File: src/rtl/keypad_pkg.sv
// Shared types, sizes and helper functions for the 4x4 hex keypad scanner.
package keypad_pkg;

    localparam int KEY_W = 4;
    localparam int ROWS  = 4;
    localparam int COLS  = 4;

    typedef enum logic [1:0] {
        SCAN,
        DEBOUNCE,
        HELD
    } state_e;

    // Key numbering is row-major: 4*row_idx + col_idx.
    function automatic logic [KEY_W-1:0] key_code_of(input logic [1:0] row_idx,
                                                     input logic [1:0] col_idx);
        return {row_idx, col_idx};
    endfunction

    // Rows are active-low; the lowest-numbered low row wins.
    function automatic logic [1:0] lowest_low_row(input logic [ROWS-1:0] row);
        logic [1:0] idx;
        idx = 2'd0;
        for (int i = ROWS - 1; i >= 0; i--) begin
            if (!row[i]) idx = 2'(i);
        end
        return idx;
    endfunction

    function automatic logic [COLS-1:0] col_drive(input logic [1:0] col_idx);
        return ~(4'b0001 << col_idx);
    endfunction

endpackage

File: src/rtl/keypad_if.sv
// Keypad-side and key-report signals of the scanner; clear/value exist only
// when KEYPAD_ACCUM_EN is defined.
interface keypad_if;
    import keypad_pkg::*;

    logic [ROWS-1:0]  row;
    logic [COLS-1:0]  col;
    logic [KEY_W-1:0] key_code;
    logic             key_valid;
    logic             key_held;
`ifdef KEYPAD_ACCUM_EN
    logic             clear;
    logic [15:0]      value;

    modport master (input row, clear, output col, key_code, key_valid, key_held, value);
    modport slave  (output row, clear, input col, key_code, key_valid, key_held, value);
`else
    modport master (input row, output col, key_code, key_valid, key_held);
    modport slave  (output row, input col, key_code, key_valid, key_held);
`endif

endinterface

File: src/rtl/keypad_sync.sv
// Two-flop synchronizer for asynchronous active-low inputs; resets to all-ones
// so an idle (pulled-up) line is what the logic sees out of reset.
module keypad_sync #(
    parameter int WIDTH = 4
) (
    input  logic             clk,
    input  logic             reset,
    input  logic [WIDTH-1:0] d,
    output logic [WIDTH-1:0] q
);

    logic [WIDTH-1:0] meta;

    // NOTE: non-blocking assignments make meta->q a true two-stage shift;
    // blocking ones would collapse it into a single flop.
    always_ff @(posedge clk or posedge reset) begin
        if (reset) begin
            meta <= '1;
            q    <= '1;
        end else begin
            meta <= d;
            q    <= meta;
        end
    end

endmodule

File: src/rtl/keypad_scan.sv
// 4x4 hex keypad scanner: column walk, debounce of press and release, one-cycle
// key_valid pulse. Define KEYPAD_ACCUM_EN to add the 16-bit nibble accumulator.
module keypad_scan
    import keypad_pkg::*;
#(
    parameter int SCAN_DIV       = 1000,
    parameter int DEBOUNCE_TICKS = 8
) (
    input  logic     clk,
    input  logic     reset,
    keypad_if.master kif
);

    localparam int DIV_W = $clog2(SCAN_DIV);
    localparam int DEB_W = (DEBOUNCE_TICKS > 1) ? $clog2(DEBOUNCE_TICKS) : 1;
    localparam logic [DIV_W-1:0] DIV_LAST = DIV_W'(SCAN_DIV - 1);
    localparam logic [DEB_W-1:0] DEB_LAST = DEB_W'(DEBOUNCE_TICKS - 1);

    logic [ROWS-1:0]  row_s;
    logic [DIV_W-1:0] div_cnt;
    logic             tick;
    state_e           state;
    logic [1:0]       col_idx;
    logic [1:0]       cap_row;
    logic [DEB_W-1:0] deb_cnt;
    logic [DEB_W-1:0] rel_cnt;
    logic [COLS-1:0]  col_q;
    logic [KEY_W-1:0] key_code_q;
    logic             key_valid_q;
    logic             key_held_q;
    logic             cap_low;
    logic             accept;
    logic [KEY_W-1:0] accept_code;

    keypad_sync #(.WIDTH(ROWS)) u_sync (
        .clk   (clk),
        .reset (reset),
        .d     (kif.row),
        .q     (row_s)
    );

    always_ff @(posedge clk or posedge reset) begin
        if (reset) begin
            div_cnt <= '0;
        end else if (tick) begin
            div_cnt <= '0;
        end else begin
            div_cnt <= div_cnt + DIV_W'(1);
        end
    end

    assign tick        = (div_cnt == DIV_LAST);
    assign cap_low     = !row_s[cap_row];
    assign accept      = tick && (state == DEBOUNCE) && cap_low && (deb_cnt == DEB_LAST);
    assign accept_code = key_code_of(cap_row, col_idx);

    // col stays frozen outside SCAN, so col_idx is also the captured column.
    always_ff @(posedge clk or posedge reset) begin
        if (reset) begin
            state       <= SCAN;
            col_idx     <= 2'd0;
            col_q       <= 4'b1110;
            cap_row     <= 2'd0;
            deb_cnt     <= '0;
            rel_cnt     <= '0;
            key_code_q  <= '0;
            key_valid_q <= 1'b0;
            key_held_q  <= 1'b0;
        end else begin
            key_valid_q <= 1'b0;
            if (tick) begin
                unique case (state)
                    SCAN: begin
                        if (&row_s) begin
                            col_idx <= col_idx + 2'd1;
                            col_q   <= col_drive(col_idx + 2'd1);
                        end else begin
                            cap_row <= lowest_low_row(row_s);
                            deb_cnt <= '0;
                            state   <= DEBOUNCE;
                        end
                    end
                    DEBOUNCE: begin
                        if (accept) begin
                            key_code_q  <= accept_code;
                            key_valid_q <= 1'b1;
                            key_held_q  <= 1'b1;
                            rel_cnt     <= '0;
                            state       <= HELD;
                        end else if (cap_low) begin
                            deb_cnt <= deb_cnt + DEB_W'(1);
                        end else begin
                            col_idx <= col_idx + 2'd1;
                            col_q   <= col_drive(col_idx + 2'd1);
                            state   <= SCAN;
                        end
                    end
                    HELD: begin
                        if (!cap_low) begin
                            if (rel_cnt == DEB_LAST) begin
                                rel_cnt    <= '0;
                                key_held_q <= 1'b0;
                                col_idx    <= col_idx + 2'd1;
                                col_q      <= col_drive(col_idx + 2'd1);
                                state      <= SCAN;
                            end else begin
                                rel_cnt <= rel_cnt + DEB_W'(1);
                            end
                        end else begin
                            rel_cnt <= '0;
                        end
                    end
                    default: state <= SCAN;
                endcase
            end
        end
    end

    assign kif.col       = col_q;
    assign kif.key_code  = key_code_q;
    assign kif.key_valid = key_valid_q;
    assign kif.key_held  = key_held_q;

`ifdef KEYPAD_ACCUM_EN
    logic [15:0] value_q;

    // clear has priority over a coincident accepted key.
    always_ff @(posedge clk or posedge reset) begin
        if (reset) begin
            value_q <= '0;
        end else if (kif.clear) begin
            value_q <= '0;
        end else if (accept) begin
            value_q <= {value_q[11:0], accept_code};
        end
    end

    assign kif.value = value_q;
`endif

endmodule

File: src/flat_wrapper.sv
// flat-port wrapper written by rule: the top's interface ports become plain ports
module keypad_scan_flat import keypad_pkg::*;
#(
    parameter int SCAN_DIV       = 1000,
    parameter int DEBOUNCE_TICKS = 8
)
  (clk, reset, kif_row, kif_col, kif_key_code, kif_key_valid, kif_key_held);
  keypad_if kif_i ();
  input  logic clk;
  input  logic reset;
  input wire logic [$bits(kif_i.row)-1:0] kif_row;
  output wire logic [$bits(kif_i.col)-1:0] kif_col;
  output wire logic [$bits(kif_i.key_code)-1:0] kif_key_code;
  output wire logic [$bits(kif_i.key_valid)-1:0] kif_key_valid;
  output wire logic [$bits(kif_i.key_held)-1:0] kif_key_held;
  assign kif_i.row = kif_row;
  assign kif_col = kif_i.col;
  assign kif_key_code = kif_i.key_code;
  assign kif_key_valid = kif_i.key_valid;
  assign kif_key_held = kif_i.key_held;
  keypad_scan #(.SCAN_DIV(SCAN_DIV), .DEBOUNCE_TICKS(DEBOUNCE_TICKS)) u_core (.clk(clk), .reset(reset), .kif(kif_i));
endmodule
File: config.mk
export PLATFORM = sky130hd
export DESIGN_NAME = keypad_scan_flat
export DESIGN_NICKNAME = d
export VERILOG_FILES = /design/src/rtl/keypad_pkg.sv /design/src/rtl/keypad_if.sv /design/src/rtl/keypad_sync.sv /design/src/rtl/keypad_scan.sv /design/src/flat_wrapper.sv
export SDC_FILE = /design/constraint.sdc
export NUM_CORES = 1
export LEC_CHECK = 0
export ABC_AREA = 1
export ABC_CLOCK_PERIOD_IN_PS = 2009
export CORE_AREA = 3 3 75 77
export CTS_CLUSTER_DIAMETER = 80
export DETAILED_ROUTE_END_ITERATION = 7
export DIE_AREA = 0 0 78 80
export MAX_ROUTING_LAYER = met4
export PLACE_DENSITY = 0.57
export SETUP_SLACK_MARGIN = 0.4
export SKIP_LAST_GASP = 1
export SLEW_MARGIN = 5
export SYNTH_ARGS = -nofsm -noshare
export SYNTH_HDL_FRONTEND = slang
export SYNTH_SLANG_ARGS = --single-unit
export TNS_END_PERCENT = 50
File: constraint.sdc
create_clock -name clk -period 2.01 [get_ports clk]
set_input_delay 0.201 -clock clk [delete_from_list [all_inputs] [get_ports clk]]
set_output_delay 0.201 -clock clk [all_outputs]
set_load 0.005 [all_outputs]
### Word-level counts from Yosys, hierarchy flattened

Cells that the tools add are included.
W data, S select, Z words.

| word-level totals | value |
|---|---|
| flip-flop bits (word level) | 40 |
| word-level logic and storage cells | 90 |

| operators by class | value |
|---|---|
| add/subtract/negate cells | 4 |
| order comparisons | 1 |
| equal/unequal tests | 14 |
| shift-type cells | 1 |
| multiplexer cells | 40 |
| bitwise operators | 2 |
| reduce and logical (&&, ||, !) cells | 16 |

Operators with widths:

| cell | number |
|---|---|
| $mux W2 | 14 |
| $mux W4 | 5 |
| $mux W3 | 6 |
| $reduce_and A5 Y1 | 3 |
| $pmux W2 S3 | 2 |
| $pmux W3 S2 | 2 |
| $pmux W4 S3 | 1 |
| $add A10 B1 Y10 const B | 1 |
| $eq A10 B10 Y1 const B | 1 |
| $mux W10 | 1 |
| $reduce_and A3 Y1 | 3 |
| $ne A2 B1 Y1 const B | 4 |
| $ne A2 B2 Y1 const B | 4 |
| $mux W1 | 7 |
| $reduce_and A7 Y1 | 1 |
| $add A3 B1 Y3 const B | 2 |
| $eq A3 B3 Y1 const B | 2 |
| $not A4 Y4 | 1 |
| $reduce_and A4 Y1 | 1 |
| $reduce_bool A2 Y1 | 2 |
| $shl A1 B2 Y4 const A | 1 |
| $logic_and A1 B1 Y1 | 3 |
| $lt A2 B3 Y1 const B | 1 |
| $ne A3 B2 Y1 const B | 1 |
| other kinds (9) | 9 |

### Logic depth before layout (Yosys ltp)

| logic depth | value |
|---|---|
| word-level depth | 8 |
| mapped depth | 10 |

### By module

Synthesis repeated with hierarchy kept, for this count alone.

| unflattened totals | value |
|---|---|
| cells, all modules | 209 |
| area, all modules | 1,943.1 µm² |

By module, submodules not included:

| module | instances | cells each | area each (µm²) | sequential area each (µm²) |
|---|---|---|---|---|
| keypad_scan | 1 | 200 | 1,729.2 | 804.5 |
| keypad_sync | 1 | 9 | 214.0 | 210.2 |

### Worst setup path before layout

OpenSTA, ideal clock, no wires.

| timing | value |
|---|---|
| path kind | reg2reg |
| from | register u_core.rel_cnt[0] |
| to | register u_core.col_idx[0] |
| library setup time | 0.117 ns |
| arrival time | 1.299 ns |
| path slack | 0.594 ns |
| cell stages (with the launch flop) | 10 |
| clock period less this slack | 1.416 ns |
| cells stage by stage | dfrtp_1 ha_1 ha_1 inv_1 nand3_1 inv_1 nor2_2 nand3_2 nand2_1 nand2_1 |

| between the ends | value |
|---|---|
| longest elaborated chain between the ends | 3 |

Ends and longest elaborated chain:

| what | RTL line | source |
|---|---|---|
| from (decl) | keypad_scan.sv:26 | `logic [DEB_W-1:0] rel_cnt;` |
| from (signal assigned) | keypad_scan.sv:107 | `rel_cnt <= rel_cnt + DEB_W'(1);` |
| $eq A3 B3 Y1 | keypad_scan.sv:100 | `if (rel_cnt == DEB_LAST) begin` |
| $ne A2 B1 Y1 (no line) | n/a |  |
| $reduce_and A7 Y1 (no line) | n/a |  |
| to (signal assigned) | keypad_scan.sv:75 | `col_idx <= col_idx + 2'd1;` |
| to (signal assigned) | keypad_scan.sv:93 | `col_idx <= col_idx + 2'd1;` |
| to (signal assigned) | keypad_scan.sv:103 | `col_idx <= col_idx + 2'd1;` |
| to (decl) | keypad_scan.sv:23 | `logic [1:0] col_idx;` |

No other way between the ends.
A chain may end at the register's enable or synchronous reset.

### Worst setup path after layout

| timing | value |
|---|---|
| from | register u_core.col_q[2], in the netlist u_core.kif.col[2] |
| to | output port kif_col[2] |

RTL lines:

| what | RTL line | source |
|---|---|---|
| from (decl) | keypad_scan.sv:27 | `logic [COLS-1:0] col_q;` |
| from (signal assigned) | keypad_scan.sv:76 | `col_q <= col_drive(col_idx + 2'd1);` |
| from (signal assigned) | keypad_scan.sv:94 | `col_q <= col_drive(col_idx + 2'd1);` |
| from (signal assigned) | keypad_scan.sv:104 | `col_q <= col_drive(col_idx + 2'd1);` |
| to (decl) | flat_wrapper.sv:12 | `output wire logic [$bits(kif_i.col)-1:0] kif_col;` |

No word-level cell between the ends.

==> flow_summary.json <==
{
  "cts_buffer_depth": 2,
  "clock_latency_ns": 0.29,
  "synth_top_flop_cell": "dfrtp_1",
  "finalPower_w": 0.001516,
  "ys_warn_count": 0,
  "start_util_pct": 39.08,
  "worstHoldPathType": "in2reg",
  "crit_chain": "clkdlybuf4s50_1",
  "fp.dieH_um": 80,
  "ant_nets": 0,
  "cts_max_level": 2,
  "portBuffers": 15,
  "vias": 1507,
  "clk_pin_slew_ns": 0.08,
  "p_leak_nw": 1.141,
  "clock.fmax_mhz": 660.5,
  "grt_max_degree": 41,
  "cp_slowest_stage_delay_ns": 0.54,
  "multi_input_area_um2": 944.7,
  "io_pins": 16,
  "cts_tree": "built",
  "routedWlPerCell_um": 10.94,
  "yosys-top-cells-area": "dfrtp_1, dfstp_2, nand2_1",
  "core_area_um2": 5075,
  "synth_cell_types": 29,
  "worst_setup_path_end_kind": "primary output",
  "slew_headroom_pct": 66.80,
  "area_delta_synth_final_pct": 24.98,
  "post-route-period-util_pct": 75.33,
  "drive_above_1_share_pct": 25.00,
  "synth_top_area_share_pct": 36.59,
  "max_cap_violations": 0,
  "synth_enable_flop_cells": 0,
  "ys_seq_elements": 40,
  "final_nets": 266,
  "grt_pass1_wl_um": 6396,
  "power_density_nw_per_um2": 611.8,
  "hold_violations": 0,
  "start_kind": "flop",
  "die_w_um": 78,
  "drv_slew": 0,
  "drc_errors": 0,
  "irDropWorstVdd_uv": 326.0,
  "worst-path-buf-inv": 1,
  "std_cell_rows": 26,
  "avgViaCountPerCell": 4.680,
  "dp_hpwl_um": 2451,
  "final-seq-area_um2": 1015,
  "place.gp.congestion": 0.8156,
  "cp_top_family": "flip-flops",
  "synthCells": 222,
  "cts_root_buffer": "clkbuf_8",
  "die_area_um2": 6240,
  "syn_nets": 237,
  "cts_buffers": 5,
  "clock_sinks": 40,
  "setup_violations": 0,
  "critPathArrivalTime_ns": 1.31,
  "critPathSlowestCell": "dfstp_2",
  "dr.pass1.iters": 4,
  "syn_area_per_cell_um2": 8.933,
  "synth_area_leader_cell": "dfrtp_1",
  "path_class": "reg2out",
  "worstMarginPinSlew_ns": 0.4981,
  "grtUsageTotal_pct": 13.40,
  "num-fill-cells": 511,
  "drt_iter0_markers": 78,
  "holdBufCountCts": 0,
  "antenna_found_initial": 0,
  "gr-total-overflow": 0,
  "outcome": "finished, final reports clean",
  "crit_fanout": 2,
  "synth.cell_area_um2": 1983,
  "clock_skew_ns": 0.007396,
  "antenna-diode-count": 0,
  "synth-async-reset-ratio_pct": 100.0,
  "rsz0062_at_grt": "true",
  "tns_ns": 0,
  "first_global_vias": 1436,
  "final.min_clock_period_ns": 1.514,
  "synth-seq-area-share_pct": 51.17,
  "required_ns": 1.81,
  "wl_um": 3523
}
[what timing repair did]
item,4_1_cts,5_1_grt
pin swaps,0,10
setup endpoints to repair,10,22
gates resized for setup,5,18
hold endpoints to repair,0,0
setup buffers,0,7
[state kept, by name (all words and copies together), names as in the netlist]
signal	flops
u_core.kif.key_held	1
u_core.kif.key_code	4
u_core.kif.col	4
u_core.kif.key_valid	1
u_core.rel_cnt	3
u_core.div_cnt	10
u_core.col_idx	2
u_core.deb_cnt	3
u_core.u_sync.meta	4
u_core.u_sync.q	4
u_core.state	2
u_core.cap_row	2
[final timing paths]
kind,start,cells past startpoint,to,slack (ns)
max in group asynchronous,reset,3,u_core.u_sync.meta[3],1.31
min in group asynchronous,reset,3,u_core.div_cnt[5],0.33
setup / recovery,u_core.kif.col[2],1,kif_col[2],0.50
setup reg to reg,u_core.u_sync.q[1],7,u_core.col_idx[1],0.51
hold / removal,kif_row[1],1,u_core.u_sync.meta[1],0.31
hold reg to reg,u_core.u_sync.meta[3],0,u_core.u_sync.q[3],0.36
[metal layers]
metal  track usage, %  wire (um)  vias to the layer above  share of wire (%)
met3            2.822        116                        7                3.3
met5                -          0                        -                  0
met2            21.66       1684                       23                 48
li1                 -          -                      779                  -
met4            6.294         75                        0                2.1
met1            16.10       1646                      698                 47
[Yosys cell counts, drive strengths merged, types with 2 or more instances]
library cell / count
o21ai: 10
nand2: 59
nor3: 7
inv: 28
xor2: 2
ha: 9
nor2: 27
a21oi: 3
nand4: 14
dfstp: 11
dfrtp: 29
nand3: 15
[cell families after synthesis]
logic type	count (synthesis)	share of synthesized area (%)
xor gates and xnor gates	2	0.8834
adders and majority gates	9	5.678
buffers and inverters	30	6.057
DFF	40	51.17
and+or+nand+nor	125	31.10
AOI/OAI and AO/OA	16	5.111
[cell type report]
cell class	instances	share of cell area (%)
Inverter	29	4.442
Tap cell	70	3.534
Timing Repair Buffer	23	8.481
Clock inverter	3	1.716
Multi-Input combinational cell	152	38.11
Clock buffer	5	2.776
Sequential cell	40	40.94
[per-stage QoR]
stage                     util [%]  area, um^2  setup slack (ns)  instances  hold WS (ns)
after CTS                    46.47        2359            0.4117        315        0.2972
after global routing         48.84        2479            0.3661        322        0.3029
final                        48.84        2479            0.4959        322        0.3111
after global placement       43.69        2217            0.3149        307        0.3460
after floorplan                  -        1983            0.5937        222        0.2055
after detailed placement     43.69        2217            0.3215        307        0.3468
[power by group]
part            total, W  internal (W)  switching (W)  leakage, nW
Combinational  0.0000421     0.0000147      0.0000274        0.581
Sequential      0.000824      0.000819     0.00000475        0.506
Clock           0.000650      0.000367       0.000283       0.0541
[layout by cell type, fill, tap and decap left out, types with 8 or more instances in the layout]
cell type	count
nand2_1	52
dfrtp_1	29
inv_1	23
nor2_1	20
clkdlybuf4s50_1	15
nand4_1	14
nand3_1	11
dfstp_2	11
buf_4	8
(Power assumes the default switching activity.)
